<file path="src/rtl/control_sequencer_if.sv">
// Groups the sequencer's run/program-memory/flag inputs and its pc/imm/control/halted outputs.
// Pure wiring, no latency.
// No backpressure: every signal is a level, sampled or driven each cycle.
interface control_sequencer_if #(
  parameter int PC_W = 4
);
  logic            run;
  logic [7:0]      instr;
  logic            zero_flag;
  logic [PC_W-1:0] pc;
  logic [3:0]      imm;
  logic [15:0]     control;
  logic            halted;

  // sequencer side
  modport master (
    input  run, instr, zero_flag,
    output pc, imm, control, halted
  );

  // program memory / datapath side
  modport slave (
    output run, instr, zero_flag,
    input  pc, imm, control, halted
  );
endinterface

</file>
<file path="src/rtl/control_sequencer.sv">
// Fetch/decode/execute sequencer: holds pc and IR, decodes the 16-bit control word.
// Three cycles per instruction (FETCH, DECODE, EXECUTE); control/halted are combinational from state, IR, zero_flag.
// No backpressure: run is sampled only in IDLE and at the end of EXECUTE; HALT is left only via rst.
module control_sequencer #(
  parameter int         PC_W     = 4,
  parameter logic [3:0] HALT_OPC = 4'hF
) (
  input  logic                  clk,
  input  logic                  rst,
  control_sequencer_if.master   bus
);

  typedef enum logic [2:0] {
    S_IDLE   = 3'd0,
    S_FETCH  = 3'd1,
    S_DECODE = 3'd2,
    S_EXEC   = 3'd3,
    S_HALT   = 3'd4
  } state_t;

  // control word bit positions
  localparam int PC_INC   = 0;
  localparam int IR_LOAD  = 1;
  localparam int A_LOAD   = 2;
  localparam int SEL_A    = 3;
  localparam int SEL_B    = 4;
  localparam int ACC_LOAD = 5;
  localparam int ACC_CLR  = 6;
  localparam int SEL_A_NZ = 7;
  localparam int ALU_ADD  = 8;
  localparam int ALU_SUB  = 9;
  localparam int OUT_LOAD = 10;
  localparam int JUMP     = 11;
  localparam int B_LOAD   = 12;
  localparam int IMM_SEL  = 13;
  localparam int HALT     = 14;

  state_t          state, state_nxt;
  logic [PC_W-1:0] pc_q, pc_d;
  logic [7:0]      ir_q;
  logic            ir_ld, pc_ld, taken;
  logic [15:0]     ctrl;
  logic [3:0]      opc;

  assign opc = ir_q[7:4];

  // state, pc and IR registers; reset discards any pending pc update
  always_ff @(posedge clk) begin
    if (rst) begin
      state <= S_IDLE;
      pc_q  <= '0;
      ir_q  <= 8'h00;
    end else begin
      state <= state_nxt;
      if (ir_ld) ir_q <= bus.instr;
      if (pc_ld) pc_q <= pc_d;
    end
  end

  // next-state, pc update and control word decode
  always_comb begin
    state_nxt = state;
    ctrl      = 16'h0000;
    ir_ld     = 1'b0;
    pc_ld     = 1'b0;
    pc_d      = pc_q;
    taken     = 1'b0;
    case (state)
      S_IDLE: begin
        if (bus.run) state_nxt = S_FETCH;
      end
      S_FETCH: begin
        ctrl[IR_LOAD] = 1'b1;
        ir_ld         = 1'b1;
        state_nxt     = S_DECODE;
      end
      S_DECODE: begin
        state_nxt = (opc == HALT_OPC) ? S_HALT : S_EXEC;
      end
      S_EXEC: begin
        case (opc)
          4'h1: begin ctrl[A_LOAD] = 1'b1; ctrl[IMM_SEL] = 1'b1; end
          4'h2: begin ctrl[B_LOAD] = 1'b1; ctrl[IMM_SEL] = 1'b1; end
          4'h3: begin ctrl[SEL_A] = 1'b1; ctrl[ALU_ADD] = 1'b1; ctrl[ACC_LOAD] = 1'b1; end
          4'h4: begin ctrl[SEL_B] = 1'b1; ctrl[ALU_ADD] = 1'b1; ctrl[ACC_LOAD] = 1'b1; end
          4'h5: begin ctrl[SEL_A] = 1'b1; ctrl[ALU_SUB] = 1'b1; ctrl[ACC_LOAD] = 1'b1; end
          4'h6: begin ctrl[SEL_B] = 1'b1; ctrl[ALU_SUB] = 1'b1; ctrl[ACC_LOAD] = 1'b1; end
          4'h7: begin
            if (!bus.zero_flag) begin
              ctrl[SEL_A_NZ] = 1'b1;
              ctrl[ALU_ADD]  = 1'b1;
              ctrl[ACC_LOAD] = 1'b1;
            end
          end
          4'h8: ctrl[ACC_CLR]  = 1'b1;
          4'h9: ctrl[OUT_LOAD] = 1'b1;
          4'hA: taken = 1'b1;
          4'hB: taken = bus.zero_flag;
          default: ;
        endcase
        pc_ld = 1'b1;
        if (taken) begin
          ctrl[JUMP] = 1'b1;
          pc_d       = PC_W'(ir_q[3:0]);
        end else begin
          ctrl[PC_INC] = 1'b1;
          pc_d         = pc_q + PC_W'(1);
        end
        state_nxt = bus.run ? S_FETCH : S_IDLE;
      end
      S_HALT: begin
        ctrl[HALT] = 1'b1;
      end
      default: state_nxt = S_IDLE;
    endcase
  end

  assign bus.pc      = pc_q;
  assign bus.imm     = ir_q[3:0];
  assign bus.control = ctrl;
  assign bus.halted  = (state == S_HALT);

endmodule
</file>
<file path="src/flat_wrapper.sv">
// flat-port wrapper written by rule: the top's interface ports become plain ports
module control_sequencer_flat 
#(
  parameter int         PC_W     = 4,
  parameter logic [3:0] HALT_OPC = 4'hF
)
  (clk, rst, bus_run, bus_instr, bus_zero_flag, bus_pc, bus_imm, bus_control, bus_halted);
  control_sequencer_if #(.PC_W(PC_W)) bus_i ();
  input  logic clk;
  input  logic rst;
  input wire logic [$bits(bus_i.run)-1:0] bus_run;
  input wire logic [$bits(bus_i.instr)-1:0] bus_instr;
  input wire logic [$bits(bus_i.zero_flag)-1:0] bus_zero_flag;
  output wire logic [$bits(bus_i.pc)-1:0] bus_pc;
  output wire logic [$bits(bus_i.imm)-1:0] bus_imm;
  output wire logic [$bits(bus_i.control)-1:0] bus_control;
  output wire logic [$bits(bus_i.halted)-1:0] bus_halted;
  assign bus_i.run = bus_run;
  assign bus_i.instr = bus_instr;
  assign bus_i.zero_flag = bus_zero_flag;
  assign bus_pc = bus_i.pc;
  assign bus_imm = bus_i.imm;
  assign bus_control = bus_i.control;
  assign bus_halted = bus_i.halted;
  control_sequencer #(.PC_W(PC_W), .HALT_OPC(HALT_OPC)) u_core (.clk(clk), .rst(rst), .bus(bus_i));
endmodule
</file>
<file path="config.mk">
export PLATFORM = sky130hd
export DESIGN_NAME = control_sequencer_flat
export DESIGN_NICKNAME = d
export VERILOG_FILES = /design/src/rtl/control_sequencer_if.sv /design/src/rtl/control_sequencer.sv /design/src/flat_wrapper.sv
export SDC_FILE = /design/constraint.sdc
export NUM_CORES = 1
export LEC_CHECK = 0
export BUFFER_PORTS_ARGS = -buffer_cell sky130_fd_sc_hd__buf_2
export CORE_MARGIN = 3
export CORE_UTILIZATION = 40
export DETAILED_ROUTE_END_ITERATION = 16
export GPL_TIMING_DRIVEN = 0
export PLACE_DENSITY = 0.78
export SLEW_MARGIN = 20
export SYNTH_ARGS = -nofsm -noshare
export SYNTH_HDL_FRONTEND = slang
export SYNTH_SLANG_ARGS = --single-unit
</file>
<file path="constraint.sdc">
create_clock -name clk -period 1.7 [get_ports clk]
set_clock_uncertainty 0.2 [all_clocks]
set_input_delay 0.085 -clock clk [delete_from_list [all_inputs] [get_ports clk]]
set_output_delay 0.085 -clock clk [all_outputs]
set_load 0.02 [all_outputs]
</file>
Yosys cells after proc, flatten, opt, wreduce, memory -nomap -nowiden

Cells that the tools add are included.

Register bits after elaboration: 15
Input port bits: 12
Word-level logic and storage cells: 58

Add/sub/neg operators: 1
Equality and inequality tests: 17
Mux-type cells: 27
Bitwise operators: 1
Reductions and logical operators: 9

Operators by type and width:

| operator                                                               | count |
|---|---|
| 4-bit equality test (second input constant)                            | 5 |
| 1-bit 2-to-1 mux                                                       | 18 |
| 4-bit by 3-bit equality test with 1-bit output (second input constant) | 4 |
| 3-bit one-hot mux with 5 select lines                                  | 1 |
| 12-bit 2-to-1 mux                                                      | 1 |
| 2-bit OR reduction                                                     | 5 |
| 4-bit by 2-bit equality test with 1-bit output (second input constant) | 2 |
| 3-bit by 2-bit equality test with 1-bit output (second input constant) | 2 |
| 3-bit 2-to-1 mux                                                       | 2 |
| 1-bit one-hot mux with 2 select lines                                  | 3 |
| 4-bit by 1-bit adder with 4-bit output (second input constant)         | 1 |
| 4-bit by 1-bit equality test with 1-bit output (second input constant) | 1 |
| 4-bit 2-to-1 mux                                                       | 1 |
| 2-bit AND reduction                                                    | 2 |
| 4-bit OR reduction                                                     | 1 |
| 3-bit by 1-bit equality test with 1-bit output (second input constant) | 1 |
| 3-bit equality test (second input constant)                            | 1 |
| 3-bit logical NOT                                                      | 1 |
| 2-bit 2-to-1 mux                                                       | 1 |
| 2-bit != test (second input constant)                                  | 1 |
| 1-bit inverter                                                         | 1 |

Longest topological paths before layout

Gate-level depths: netlist of the first run.

Word-level depth: 5
Gate-level depth with buffers: 5
Mapped depth without buffers: 4

Worst setup path after synthesis of the first run

No wires, ideal clock.

Kind: register to output
Start point: register u_core.state[2]
End point: output bus_control[13]
Arrival: 1367 ps
Data required time: 1415 ps
Path slack: 48 ps
Cell stages (with the launch flop): 5
Buffers on the path: 1
Cell sequence: dfxtp_1 buf_2 nand3b_4 or2_1 nor3_1

Longest elaborated chain between the ends: 2

RTL lines:

| item                                           | line                    | source |
|---|---|---|
| from (decl)                                    | control_sequencer.sv:38 | `state_t state, state_nxt;` |
| from (signal assigned)                         | control_sequencer.sv:54 | `state <= state_nxt;` |
| 3-bit by 2-bit equality test with 1-bit output | control_sequencer.sv:68 | `case (state)` |
| 12-bit 2-to-1 mux                              | control_sequencer.sv:68 |  |
| to (decl)                                      | flat_wrapper.sv:16      | `output wire logic [$bits(bus_i.control)-1:0] bus_control;` |

No other way between the ends.

Final worst setup path of the first run

Start point: register u_core.state[1]
End point: output bus_control[13]

Same word-level chain as after synthesis.

==> results of run 1 <==
metrics by stage:
step	instances	setup slack [ns]	TNS (ns)	instance area [sq um]	utilization [%]
2_1_floorplan	115	0.0480	0	936	-
3_3_place_gp	177	0.123	0	1140	55.0
3_5_place_dp	177	0.102	0	1140	55.0
4_1_cts	192	-0.0829	-0.139	1300	62.3
5_1_grt	199	-0.123	-0.633	1450	69.5
6_report	199	-0.0663	-0.169	1450	69.5
final cells by class:
| class | count | area [sq um] |
|---|---|---|
| clock buffers | 4 | 26.3 |
| inverters | 1 | 3.75 |
| multi-input cells | 85 | 603 |
| plain buffers | 13 | 105 |
| repair buffers | 54 | 367 |
| well taps | 27 | 33.8 |
| flip-flops and latches | 15 | 308 |
| fillers | 179 | 636 |
tightest hold or removal path, stage by stage:
cell     delay [ns]
buf_2          0.08
nor2_1         0.03
nor2_1         0.07
a21oi_1        0.08
nor3_1         0.12
worst paths after layout:
kind | end | slack (ns) | cells after the start
min | u_core.state[0] | 0.02 | 5
max reg2reg | u_core.ir_q[1] | 0.10 | 6
max | bus_control[13] | -0.07 | 5
min reg2reg | u_core.bus.pc[3] | 0.33 | 2
sequential cells by signal, summed over array words and instances (netlist names):
register,flops
u_core.ir_q,8
u_core.state,3
u_core.bus.pc,4
cells in the final DEF, fill, tap and decap left out, drive strengths merged:
cell type,Yosys,final
dlygate4sd3,0,9
mux2,1,1
mux2i,10,10
and3,4,4
or3,1,1
nor2,24,24
nor2b,2,2
dfxtp,15,15
nand2,9,9
a21o,1,1
conb,1,1
a31oi,2,2
a211oi,2,2
a21oi,4,4
nor3,5,5
inv,1,1
nor3b,2,2
nand2b,3,3
ha,1,1
or2,1,1
xnor2,2,2
o32ai,1,1
nand3,6,6
nand3b,2,2
buf,13,57
clkbuf,1,5
o21ai,1,1
metal layers:
| metal | track usage [%] | routed length, microns | vias up |
|---|---|---|---|
| li1 | - | - | 497 |
| met2 | 29.3 | 1340 | 40 |
| met3 | 5.72 | 179 | 4 |
| met1 | 19.2 | 1010 | 467 |
| met4 | 4.56 | 34 | 0 |
| met5 | 0 | 0 | - |
report_power, final:
| group | total, uW | internal, uW | switching, uW |
|---|---|---|---|
| Clock | 209 | 91.3 | 117 |
| Sequential | 390 | 371 | 19.3 |
| Combinational | 228 | 113 | 115 |
cell families after synthesis:
| group | count (synthesis) | synth area share (%) |
|---|---|---|
| AND/OR/NAND/NOR | 59 | 34.2 |
| adder cells (fa/ha/maj) | 1 | 1.34 |
| flip-flops | 15 | 32.1 |
| multiplexers | 11 | 11.9 |
| buffers and inverters | 15 | 10.8 |
| AO/OA/AOI/OAI | 11 | 7.35 |
| XOR/XNOR | 2 | 1.87 |
| other | 1 | 0.401 |
timing repair:
action | in CTS | in global routing
pin swaps | 1 | 6
setup endpoints to repair | 12 | 14
setup buffers | 3 | 7
endpoints found under the hold margin | 13 | 0
hold buffers | 9 | 0
resized for setup | 7 | 28
==> flow_summary_export.csv, run 1 <==
group,metric,value,unit
setup_path,endpoint_kind,"output pin",
floorplan,die_y,54.4,microns
yosys,yosys-top-cells-area,"dfxtp_1 (32%), mux2i_1 (11%), nor2_1 (9.2%)",
setup_path,crit_top_cell,"buf_6",
global_route,grt_pass1_wl,3580,microns
setup_path,critical_path.top_delay_family,"simple AND/OR/NAND/NOR gates",
global_route,grt_max_degree,11,
yosys,ys_seq_elements,15,
yosys,ys_seq_area_share,32.1,%
yosys,synth_top_area_share,32.1,%
yosys,synth_ff_type,"dfxtp_1",
final_layout,drive_above_1_share,48.3,%
placement,portBuffers,35,
setup_path,worstPathMaxFanout,7,
yosys,avgSynthCellArea,8.14,sq um
setup_path,cp.arrival,1.48,ns
pwr,p_leak,0.000683,uW
global_route,antenna_found_initial,0,
final_layout,diodes,0,
global_route,grtUsageTotal,16.8,%
clock_tree,cts_buffers,3,
yosys,synth_edf_count,0,
setup_path,cp_slowest_cell,"dfxtp_2",
timing,drv_slew,0,
pwr,p_total,827,uW
clock_tree,ctsLongestPathBuffers,2,
final_layout,final_nets,186,
setup_path,cpPeakStageDelay,0.34,ns
global_route,grt_pass1_vias,822,
setup_path,critical_path_class,"reg2out",
min_path,min_path_type,"in2reg",
timing,fmax,0.566,GHz
timing,fin_crit,1.77,ns
detailed_routing,vias_per_cell,5.07,
yosys,yosysWarnings,0,
pwr,ir_worst_vdd,604,uV
clock_tree,cts_tree,"yes",
timing,hold_viol,0,
placement,place_congestion,0.750,
timing,rsz0062_at_grt,"true",
detailed_routing,drt-pass1-iter-count,4,
pwr,powerDensity,572,nW/um^2
detailed_routing,drc,0,
floorplan,coreArea,2080,sq um
timing,worst_slack,-0.0663,ns
placement,place_hpwl,1590,microns
detailed_routing,vias,1008,
final_layout,area_growth_syn_to_layout,54.5,%
yosys,syn-num-nets,128,
yosys,ys_top_cells_by_count,"nor2_1 (23), dfxtp_1 (15), mux2i_1 (10)",
timing,finalCritPeriodShare,104,%
run_status,violations,"negative setup slack",
min_path,min_from,"bus_run",
timing,fin_hold_ws,0.0246,ns
floorplan,num_rows,16,
detailed_routing,wl,2570,microns
floorplan,die_x,54.4,microns
run_status,status,"complete, but fails checks",
setup_path,critPathLaunch,"u_core.state[1]",
detailed_routing,drt_iter0_markers,12,
flow_run,cap_violations,0,
yosys,synth.most_common_cell,"nor2_1",
floorplan,initial_core_util,45.0,%
setup_path,reg2reg_from,"u_core.state[1]",
detailed_routing,wl_per_cell,12.9,microns
floorplan,ios,37,
detailed_routing,drt.antenna.violating_nets,0,
floorplan,dieArea,2960,sq um
yosys,yosysUniqueCellTypes,34,
yosys,yosysTopAreaCell,"dfxtp_1",
clock_tree,cts.sinks,15,
timing,finalSetupViolCount,5,
yosys,synthArstFlopShare,0,%
yosys,syn_inst,115,
setup_path,worstSetupStartpointType,"flip-flop",
clock_tree,htree_levels,1,
clock_tree,clk_latency,0.29,ns
clock_tree,clk_pin_slew,0.09,ns
global_route,grt.overflow.total,0,
clock_tree,root_buffer,"clkbuf_4",
setup_path,critPathBufInv,2,
yosys,syn-cell-area,936,sq um
setup_path,crit_chain,"buf_6, nand3b_4, or2_4, nor3_4, buf_6",
setup_path,cp.required,1.41,ns
No activity file was read; power rests on OpenSTA's default activity.
==> inputs of run 2 (changes only) <==
==> constraint.sdc (replaced) <==
create_clock -name clk -period 2 [get_ports clk]
set_clock_uncertainty 0.2 [all_clocks]
set_input_delay 0.1 -clock clk [delete_from_list [all_inputs] [get_ports clk]]
set_output_delay 0.1 -clock clk [all_outputs]
set_load 0.1 [all_outputs]
==> flow_summary_export.csv, run 2 (same netlist as run 1, synthesis figures left out) <==
group,metric,value,unit
detailed_routing,vias_per_cell,4.92,
setup_path,reg2reg_from,"u_core.state[1]",
timing,worst_slack,0.0694,ns
min_path,holdPathStages,5,
placement,place_congestion,0.804,
final_layout,layout_commonest_cell,"buf_2",
pwr,swShare,37.8,%
pwr,powerDensity,529,nW/um^2
floorplan,num_rows,16,
setup_path,reg2reg_slack,0.40,ns
global_route,grt.overflow.total,0,
placement,portBuffers,35,
global_route,grt_max_degree,11,
detailed_routing,drt_iter0_markers,23,
clock_tree,htree_levels,1,
run_status,status,"finished, final reports clean",
clock_tree,clk_pin_slew,0.09,ns
min_path,hold_end,"u_core.state[0]",
floorplan,coreArea,2080,sq um
global_route,grt_pass1_wl,3960,microns
final_layout,diodes,0,
floorplan,ios,37,
setup_path,worstPathMaxFanout,7,
detailed_routing,wl,2520,microns
pwr,ir_worst_vdd,464,uV
min_path,min_from,"bus_run",
timing,hold_viol,0,
clock_tree,clk_latency,0.29,ns
clock_tree,ctsLongestPathBuffers,2,
final_layout,fill_cells,167,
global_route,grt_pass1_vias,878,
timing,setup_tns,0,ns
flow_run,cap_violations,0,
placement,placed_cells,177,
setup_path,critical_path.top_delay_family,"simple AND/OR/NAND/NOR gates",
setup_path,critPathBufInv,1,
setup_path,cp.required,1.70,ns
final_layout,fin_cells,194,
pwr,combPwrFrac,34.4,%
clock_tree,root_buffer,"clkbuf_4",
setup_path,r2r_cells,6,
timing,fin_hold_ws,0.0548,ns
clock_tree,cts.sinks,15,
timing,finalSetupViolCount,0,
placement,place_ws,0.0922,ns
final_layout,final_cell_mix,"buf_2 (22), buf_4 (20), nor2_1 (16), dfxtp_1 (14), mux2i_1 (10)",
setup_path,cpPeakStageDelay,0.39,ns
setup_path,rr_endpoint,"u_core.ir_q[5]",
pwr,switchingPower,295,uW
floorplan,dieArea,2960,sq um
detailed_routing,wl_per_cell,13.0,microns
timing,drv_slew,0,
final_layout,final_nets,181,
setup_path,critical_path_class,"reg2out",
floorplan,initial_core_util,45.0,%
clock_tree,cts_buffers,3,
timing,fin_crit,1.93,ns
setup_path,cp_slowest_cell,"dfxtp_2",
pwr,clockPowerShare,23.2,%
setup_path,crit_chain,"nand3b_4, or2_4, nor3_4, buf_12",
floorplan,die_y,54.4,microns
detailed_routing,drc,0,
detailed_routing,drt-pass1-iter-count,4,
setup_path,endpoint_kind,"output pin",
clock_tree,cts_tree,"yes",
setup_path,worstSetupStartpointType,"flip-flop",
pwr,p_total,780,uW
placement,place_hpwl,1650,microns
global_route,antenna_found_initial,0,
pwr,p_leak,0.000668,uW
setup_path,cp.arrival,1.63,ns
pwr,internal_power,485,uW
detailed_routing,drt.antenna.violating_nets,0,
final_layout,largest_reg_flops,8,
min_path,min_path_type,"in2reg",
final_layout,drive_above_1_share,46.7,%
timing,finalCritPeriodShare,96.5,%
floorplan,die_x,54.4,microns
final_layout,top_register,"u_core.ir_q",
global_route,grtUsageTotal,18.8,%
pwr,power_frac_seq,42.5,%
timing,fmax,0.518,GHz
final_layout,area_growth_syn_to_layout,57.5,%
detailed_routing,vias,955,
==> run 2: worst max-delay path by stage <==
stage	start	to	slack [ns]	cells after the start
2_1_floorplan	u_core.state[1]	bus_control[10]	-0.39	5
3_3_place_gp	u_core.state[2]	bus_control[13]	0.13	5
3_5_place_dp	u_core.state[2]	bus_control[13]	0.09	5
4_1_cts	u_core.state[2]	bus_control[7]	-0.01	6
5_1_grt	u_core.state[2]	bus_control[13]	-0.0008	4
6_report	u_core.state[2]	bus_control[13]	0.07	4
==> run 2: worst min-delay path, stage by stage <==
cell and delay (ns):
buf_2 0.09, nor2_1 0.03, nor2_1 0.08, a21oi_1 0.07, nor3_1 0.12
==> run 2: timing repair <==
item	in CTS	in global routing
gates resized for setup	21	8
setup buffers	1	4
pin swaps	3	2
hold endpoints to repair	13	0
hold buffers	9	0
endpoints found under the setup margin	12	10
==> run 2: metrics by stage <==
stage | instance area [sq um] | util [%]
after floorplan | 1030 | -
after global placement | 1240 | 59.4
after detailed placement | 1240 | 59.4
after CTS | 1430 | 68.5
after global routing | 1470 | 70.8
final | 1470 | 70.8
==> run 2: routing by layer <==
metal | share of wire, % | track usage, % | vias up
met5 | 0 | 0 | -
met4 | 1.9 | 9.54 | 0
met1 | 39 | 20.2 | 427
met3 | 5.1 | 1.91 | 7
met2 | 53 | 35.9 | 36
li1 | - | - | 485
==> run 2: power by group through the flow <==
stage	registers (uW)	logic [uW]	clock network, uW
final	331	268	181
after global routing	333	283	200
after CTS	330	260	179
after detailed placement	336	239	0
after global placement	336	234	0
after floorplan	359	175	0
==> run 2: final cells by class <==
cell class	count	area, sq um	share of cell area [%]
inverter	1	3.75	0.255
timing repair buffer	49	375	25.5
tap	27	33.8	2.29
sequential	15	302	20.5
buffer	13	105	7.13
multi-input combinational	85	628	42.6
clock buffer	4	26.3	1.78
